--- src/rtl/chess_clock_core.sv ---
// Dual countdown chess clock: per-player min:sec, turn switching with increment,
// pause/resume and sticky timeout flags. All outputs come straight from flops.
module chess_clock_core #(
    parameter int unsigned CLK_HZ    = 100_000_000,
    parameter int unsigned START_MIN = 5,
    parameter int unsigned START_SEG = 0,
    parameter int unsigned INC_SEG   = 0
) (
    input  logic       clk,
    input  logic       rst_n,
    input  logic       start,
    input  logic       pause,
    input  logic       btn1,
    input  logic       btn2,
    output logic [4:0] min1,
    output logic [4:0] min2,
    output logic [5:0] seg1,
    output logic [5:0] seg2,
    output logic       turn,
    output logic [2:0] state,
    output logic       flag1,
    output logic       flag2,
    output logic       tick
);

    localparam int unsigned   CntW    = (CLK_HZ > 1) ? $clog2(CLK_HZ) : 1;
    localparam logic [CntW-1:0] CntMax = CntW'(CLK_HZ - 1);
    localparam logic [4:0]    MinInit = 5'(START_MIN);
    localparam logic [5:0]    SegInit = 6'(START_SEG);
    localparam logic [6:0]    Inc     = 7'(INC_SEG);

    typedef enum logic [2:0] {
        StIdle   = 3'd0,
        StRun1   = 3'd1,
        StRun2   = 3'd2,
        StPaused = 3'd3,
        StFlag   = 3'd4
    } state_e;

    state_e          st_q;
    logic [CntW-1:0] cnt_q;

    logic [4:0] act_min;
    logic [5:0] act_seg;
    logic       act_btn;
    logic       act_nonzero;
    logic       at_tc;
    logic [4:0] dec_min;
    logic [5:0] dec_seg;
    logic       dec_zero;
    logic [6:0] inc_sum;
    logic [5:0] inc_min6;
    logic [4:0] inc_min;
    logic [5:0] inc_seg;

    assign state = st_q;

    // Next-time candidates for the active player: one-second decrement and increment.
    always_comb begin
        act_min     = turn ? min2 : min1;
        act_seg     = turn ? seg2 : seg1;
        act_btn     = turn ? btn2 : btn1;
        act_nonzero = (act_min != 5'd0) || (act_seg != 6'd0);
        at_tc       = (cnt_q == CntMax);

        dec_min = act_min;
        dec_seg = act_seg;
        if (act_seg != 6'd0) begin
            dec_seg = act_seg - 6'd1;
        end else if (act_min != 5'd0) begin
            dec_min = act_min - 5'd1;
            dec_seg = 6'd59;
        end
        dec_zero = (dec_min == 5'd0) && (dec_seg == 6'd0);

        inc_sum  = {1'b0, act_seg} + Inc;
        inc_min6 = {1'b0, act_min};
        inc_seg  = inc_sum[5:0];
        if (inc_sum >= 7'd60) begin
            inc_seg  = 6'(inc_sum - 7'd60);
            inc_min6 = {1'b0, act_min} + 6'd1;
        end
        inc_min = inc_min6[4:0];
        // Saturate at 31:59 when the carry overflows the minute field.
        if (inc_min6 > 6'd31) begin
            inc_min = 5'd31;
            inc_seg = 6'd59;
        end
    end

    // Game FSM, prescaler and registered player times/flags.
    always_ff @(posedge clk or negedge rst_n) begin
        if (!rst_n) begin
            st_q  <= StIdle;
            cnt_q <= '0;
            min1  <= MinInit;
            seg1  <= SegInit;
            min2  <= MinInit;
            seg2  <= SegInit;
            turn  <= 1'b0;
            flag1 <= 1'b0;
            flag2 <= 1'b0;
            tick  <= 1'b0;
        end else begin
            tick <= 1'b0;
            if (start && (st_q == StPaused || st_q == StFlag)) begin
                st_q  <= StIdle;
                cnt_q <= '0;
                min1  <= MinInit;
                seg1  <= SegInit;
                min2  <= MinInit;
                seg2  <= SegInit;
                turn  <= 1'b0;
                flag1 <= 1'b0;
                flag2 <= 1'b0;
            end else begin
                unique case (st_q)
                    StIdle: begin
                        if (start) begin
                            st_q  <= StRun1;
                            cnt_q <= '0;
                        end
                    end
                    StRun1, StRun2: begin
                        // start is ignored while running; lower priorities still apply.
                        if (pause) begin
                            st_q <= StPaused;
                        end else if (act_btn) begin
                            if (turn) begin
                                min2 <= inc_min;
                                seg2 <= inc_seg;
                            end else begin
                                min1 <= inc_min;
                                seg1 <= inc_seg;
                            end
                            st_q  <= turn ? StRun1 : StRun2;
                            turn  <= ~turn;
                            cnt_q <= '0;
                        end else if (at_tc) begin
                            cnt_q <= '0;
                            tick  <= act_nonzero;
                            if (turn) begin
                                min2 <= dec_min;
                                seg2 <= dec_seg;
                            end else begin
                                min1 <= dec_min;
                                seg1 <= dec_seg;
                            end
                            if (dec_zero) begin
                                st_q <= StFlag;
                                if (turn) flag2 <= 1'b1;
                                else      flag1 <= 1'b1;
                            end
                        end else begin
                            cnt_q <= cnt_q + CntW'(1);
                        end
                    end
                    StPaused: begin
                        if (pause) st_q <= turn ? StRun2 : StRun1;
                    end
                    StFlag: begin
                        st_q <= StFlag;
                    end
                    default: st_q <= StIdle;
                endcase
            end
        end
    end

endmodule

--- config.mk ---
export PLATFORM = sky130hd
export DESIGN_NAME = chess_clock_core
export DESIGN_NICKNAME = d
export VERILOG_FILES = /design/src/rtl/chess_clock_core.sv
export SDC_FILE = /design/constraint.sdc
export NUM_CORES = 1
export LEC_CHECK = 0
export CAP_MARGIN = 5
export CORE_MARGIN = 2
export CORE_UTILIZATION = 46
export CTS_CLUSTER_DIAMETER = 50
export DETAILED_ROUTE_END_ITERATION = 10
export PLACE_DENSITY_LB_ADDON = 0.25
export SLEW_MARGIN = 15
export SYNTH_ARGS = -nofsm -noshare
export SYNTH_HDL_FRONTEND = slang
export SYNTH_SLANG_ARGS = --single-unit
--- constraint.sdc ---
create_clock -name clk -period 6.8 [get_ports clk]
set_input_delay 1.36 -clock clk [delete_from_list [all_inputs] [get_ports clk]]
set_output_delay 1.36 -clock clk [all_outputs]
set_load 0.03 [all_outputs]
==> results.json, run 1 <==
{
  "fin_setup_tns_ns": 0,
  "dpl.hpwl_um": 6690,
  "coreArea_um2": 8130,
  "path_max_fanout": 15,
  "final_nets": 440,
  "synth_seq_area_share": 0.369,
  "row_count": 33,
  "routed_via_density": 6.09,
  "powerDensity_nw_per_um2": 444,
  "ys.flop_type": "dfrtp_1",
  "htree_levels": 2,
  "remaining_drc_errors": 0,
  "r2r-start": "turn",
  "setup_viol_count_final": 0,
  "fin_skew_ns": 0.00894,
  "r2r_slack_ns": 3.49,
  "syn_area_um2": 3810,
  "synth_top_cell_area_share": 0.342,
  "first_global_vias": 3079,
  "worstPathRequired_ns": 7.00,
  "avgSynthCellArea_um2": 9.49,
  "ios": 35,
  "final_core_util": 0.524,
  "tightestPinTransition_ns": 1.25,
  "detail_route.wl_per_cell_um": 17.2,
  "hold_path_class": "reg2reg",
  "critPathCaptureType": "register",
  "drive_gt1_frac": 0.105,
  "period_share": 0.558,
  "cts_buffer_depth": 2,
  "ys_types": 71,
  "drv_slew": 0,
  "wirelength_um": 9140,
  "holdBufCountCts": 0,
  "die_h_um": 95.0,
  "io_buffers": 34,
  "yosys_warnings": 0,
  "synth-seq-cells": 56,
  "cts-resized-gates": 0,
  "fillers": 755,
  "vias": 3239,
  "synth_top_area_cell": "dfrtp_1",
  "finalHoldViolations": 0,
  "path_delay_family": "compound AO/OA/AOI/OAI gates",
  "ir_drop_v": 0.000139,
  "seq_area_um2": 1410,
  "overflow": 0,
  "rsz0062_at_grt": "no",
  "min_from": "flag1",
  "clock_latency_ns": 0.31,
  "drtIter0Drc": 183,
  "synth-async-reset-ratio": 1.00,
  "cp-startpoint": "btn2",
  "min_period_ns": 3.80,
  "cp.arrival_ns": 4.00,
  "max-cap-violations": 0,
  "post_cts_buffers": 0,
  "critPathBufInv": 1,
  "synth_edf_count": 0,
  "syn_inst": 401,
  "grt_use_total": 0.214,
  "synthToLayoutAreaGrowth_pct": 11.9,
  "gp_congestion": 0.900,
  "dieWidth_um": 95.0,
  "die_area_um2": 9020,
  "cts.sinks": 56,
  "cpPeakStageDelay_ns": 0.97,
  "grt_max_degree": 57,
  "cts-root-buf": "clkbuf_8",
  "multi_input_area_um2": 2260,
  "dr.pass1.iters": 4,
  "grt_pass1_wl_um": 15300,
  "syn_nets": 415,
  "antenna_found_initial": 0,
  "ant_nets": 0,
  "slew-limit-headroom": 0.165,
  "cts_buffers": 5,
  "status": "complete, no violations",
  "fmax_ghz": 0.263,
  "start_util": 0.468,
  "slowest_stage": "a21oi_1",
  "cts_tree": "yes",
  "cts.clk_slew.worst_paths_ns": 0.10,
  "crit_type": "in2reg",
  "synth_area_leaders": "dfrtp_1, mux2_2, nor2_1",
  "cp-start-kind": "input port",
  "leakage_nw": 1.76,
  "path_cells": "clkdlybuf4s50_1, nand2_1, o21ai_1, a21o_1, a21oi_1, mux2_2",
  "n_antenna_cell": 0
}
[placed cells by master, fill, tap and decap left out, types with 7 or more instances in the layout]
cell type and count:
nor3_1 13, a22o_1 7, o21ai_0 23, nor2_1 36, nand3_1 14, mux2i_1 11
a21o_1 7, nand4_1 10, inv_1 7, a211oi_1 8, dfrtp_1 52, clkdlybuf4s50_1 33
xnor2_1 7, a21oi_1 12, mux2_2 16, ha_1 8, and3_1 9, xor2_1 10
nand2_1 26
[flip-flops by register name (all words and copies together) (netlist names)]
name and flops:
cnt_q 27, flag1 1, flag2 1, min1 5, min2 5, seg1 6, seg2 6, state 3
tick 1, turn 1
[layout make-up]
class                   instances  share of cell area
flip-flops and latches         56               0.330
inverters                       7             0.00617
well taps                     105              0.0308
clock buffers                   8              0.0211
multi-input cells             320               0.530
repair buffers                 36              0.0822
[per-layer routing]
metal  track usage  share of wire
met1         0.286           0.45
met5             0              0
met4        0.0580          0.012
met2         0.363           0.49
met3        0.0319          0.047
[logic make-up (layout without fill, tap and decap cells)]
group | after synthesis | count (layout) | share of synthesized area
adder cells (fa/ha/maj) | 8 | 8 | 0.0263
buffers and inverters | 25 | 51 | 0.0381
AO/OA/AOI/OAI | 99 | 99 | 0.185
AND/OR/NAND/NOR | 163 | 163 | 0.248
multiplexers | 33 | 33 | 0.0940
XOR/XNOR | 17 | 17 | 0.0391
flip-flops | 56 | 56 | 0.369
[through the flow]
stage                     hold WS (ns)  worst slack [ns]  area, um^2  std cells  power [mW]
final                            0.500              3.00        4260        532        1.89
after detailed placement         0.493              2.73        4170        524        1.70
after global routing             0.544              2.90        4260        532        2.03
after global placement           0.473              2.76        4170        524        1.68
after CTS                        0.517              3.07        4260        532        1.90
after floorplan                  0.467              3.92        3810        401        1.40
[power by group]
group / switching, mW / internal (mW)
Sequential: 0.110 / 0.417
Clock: 0.105 / 0.0835
Combinational: 0.712 / 0.465
Total: 0.927 / 0.965
[cell usage after synthesis, types with 3 or more instances]
master / n
dfstp_2: 4
nand3_1: 14
buf_4: 3
buf_6: 4
nand2_1: 26
a21oi_1: 12
buf_2: 8
o21a_1: 4
a211oi_1: 8
nor4b_1: 3
xnor2_1: 7
o21ai_0: 23
nor3_1: 13
nand2b_1: 3
and2_1: 5
mux2_1: 6
nand3b_1: 3
a21o_1: 7
nor2_1: 36
xor2_1: 10
nand4_1: 10
a22o_1: 7
nor2b_1: 5
o22ai_1: 3
a31oi_1: 5
o21ai_1: 4
mux2_2: 16
inv_1: 7
mux2i_1: 11
dfrtp_1: 52
and4_1: 3
or2_2: 3
a221oi_1: 3
or3_1: 4
ha_1: 8
and3_1: 9
nor4_1: 6
[worst paths after layout]
| kind | depth (start not counted) | endpoint |
|---|---|---|
| worst max-delay path | 6 | seg1[2] |
| worst min-delay path | 2 | flag1 |
| worst max register to register | 8 | flag1 |
| worst min register to register | 2 | flag1 |
| max in group asynchronous | 2 | seg1[3] |
| min in group asynchronous | 2 | flag2 |
[worst reg2reg max path: cells and delay by family (launching register included)]
family,cells,cell delay [ns]
AND/OR/NAND/NOR,4,1.26
multiplexers,1,0.65
flip-flops,1,0.57
AO/OA/AOI/OAI,2,0.46
adder cells (fa/ha/maj),1,0.29
Power figures use the tool's default switching activity.
==> run 2: changes to the inputs <==
==> constraint.sdc (replaced) <==
create_clock -name clk -period 3.3 [get_ports clk]
set_input_delay 0.66 -clock clk [delete_from_list [all_inputs] [get_ports clk]]
set_output_delay 0.66 -clock clk [all_outputs]
set_load 0.03 [all_outputs]
==> results.json, run 2 (synthesis gave the netlist of run 1 again) <==
{
  "drv_slew": 0,
  "first_global_vias": 3196,
  "cts_buffer_depth": 2,
  "critPathCaptureType": "register",
  "cp.arrival_ns": 3.18,
  "path_delay_family": "simple AND/OR/NAND/NOR gates",
  "cts_tree": "yes",
  "leakage_nw": 1.81,
  "die_h_um": 95.0,
  "tightestPinTransition_ns": 1.03,
  "cts.clk_slew.worst_paths_ns": 0.11,
  "ir_drop_v": 0.000273,
  "coreArea_um2": 8130,
  "fin_skew_ns": 0.0178,
  "fmax_ghz": 0.341,
  "cts.sinks": 56,
  "use_met3": 0.0247,
  "period_share": 0.887,
  "ant_nets": 0,
  "wirelength_um": 9400,
  "min_period_ns": 2.93,
  "final_nets": 451,
  "remaining_drc_errors": 0,
  "io_buffers": 34,
  "clock_latency_ns": 0.32,
  "synthToLayoutAreaGrowth_pct": 14.2,
  "r2r-start": "turn",
  "busiest_layer": "met2",
  "start_util": 0.468,
  "largestRegisters": "cnt_q x27, seg1 x6, seg2 x6",
  "top_register": "cnt_q",
  "setup_viol_count_final": 0,
  "largest_register_ffs": 27,
  "post_cts_buffers": 0,
  "dieWidth_um": 95.0,
  "dr.pass1.iters": 4,
  "met2_usage": 0.371,
  "routed_via_density": 6.10,
  "grt_max_degree": 24,
  "drive_gt1_frac": 0.132,
  "grt_use_total": 0.219,
  "vias": 3311,
  "layout_commonest_cell": "dfrtp_1",
  "cp-start-kind": "register",
  "holdBufCountCts": 0,
  "cts_buffers": 5,
  "cts-root-buf": "clkbuf_8",
  "grt_pass1_wl_um": 15800,
  "slew-limit-headroom": 0.313,
  "use_met1": 0.296,
  "dpl.hpwl_um": 7010,
  "powerDensity_nw_per_um2": 927,
  "max-cap-violations": 0,
  "slowest_stage": "dfrtp_1",
  "overflow": 0,
  "crit_type": "reg2reg",
  "detail_route.wl_per_cell_um": 17.3,
  "hold_path_class": "in2async",
  "rsz0062_at_grt": "no",
  "final_cell_mix": "dfrtp_1, nor2_1, clkdlybuf4s50_1",
  "ios": 35,
  "htree_levels": 2,
  "drtIter0Drc": 153,
  "finalHoldViolations": 0,
  "worst_slack_ns": 0.371,
  "worstPathRequired_ns": 3.55,
  "cts-resized-gates": 0,
  "cp-startpoint": "turn",
  "fin_setup_tns_ns": 0,
  "dp_slack_ns": 0.368,
  "path_max_fanout": 13,
  "cpPeakStageDelay_ns": 0.69,
  "critPathBufInv": 1,
  "path_cells": "mux2i_1, buf_4, ha_1, and2_1, nand3_1, nor2_1, o22ai_1, a211oi_1, mux2_2",
  "row_count": 33,
  "antenna_found_initial": 0,
  "gp_congestion": 0.945,
  "status": "complete, no violations",
  "n_antenna_cell": 0,
  "die_area_um2": 9020
}
[run 2: cell count changes in the layout (fill, tap and decap cells not counted)]
cell        change
clkbuf_8        -1
clkinvlp_4      +1
clkbuf_1        -2
inv_6           +2
buf_4          +11
[run 2: layout make-up]
class,instances,area (um^2)
multi-input combinational,320,2260
timing repair buffer,47,433
fill,719,3790
inverter,7,26.3
tap,105,131
clock buffer,5,68.8
clock inverter,3,25.0
sequential,56,1410
[run 2: final timing paths]
path / to / slack (ns) / cells after the start
min in group clk: flag1 / 0.50 / 2
worst max register to register: seg1[2] / 0.37 / 9
worst min-delay path: flag2 / 0.26 / 1
worst min register to register: flag1 / 0.50 / 2
worst max-delay path: seg1[2] / 0.37 / 9
max in group asynchronous: cnt_q[18] / 2.36 / 2
[run 2: metrics by stage]
stage	hold WS, ns	power (mW)	instance area [um^2]	utilization	std cells
floorplan	0.364	2.88	3810	-	401
global placement	0.469	3.59	4250	0.523	535
detailed placement	0.473	3.61	4250	0.523	535
CTS	0.259	4.04	4350	0.534	543
global route	0.267	4.34	4350	0.534	543
finish	0.260	4.03	4350	0.534	543
[run 2: layer usage]
layer,part of all wire,wire length [um],vias up
li1,-,-,1594
met1,0.47,4390,1623
met2,0.48,4540,80
met3,0.036,334,14
met4,0.015,141,0
met5,0,0,-
[run 2: power breakdown]
| part | switching [mW] | internal, mW | total [mW] | leakage (nW) |
|---|---|---|---|---|
| combinational | 1.50 | 1.04 | 2.54 | 1.03 |
| sequential | 0.232 | 0.859 | 1.09 | 0.737 |
| clock | 0.249 | 0.156 | 0.404 | 0.0452 |
| total | 1.98 | 2.05 | 4.03 | 1.81 |
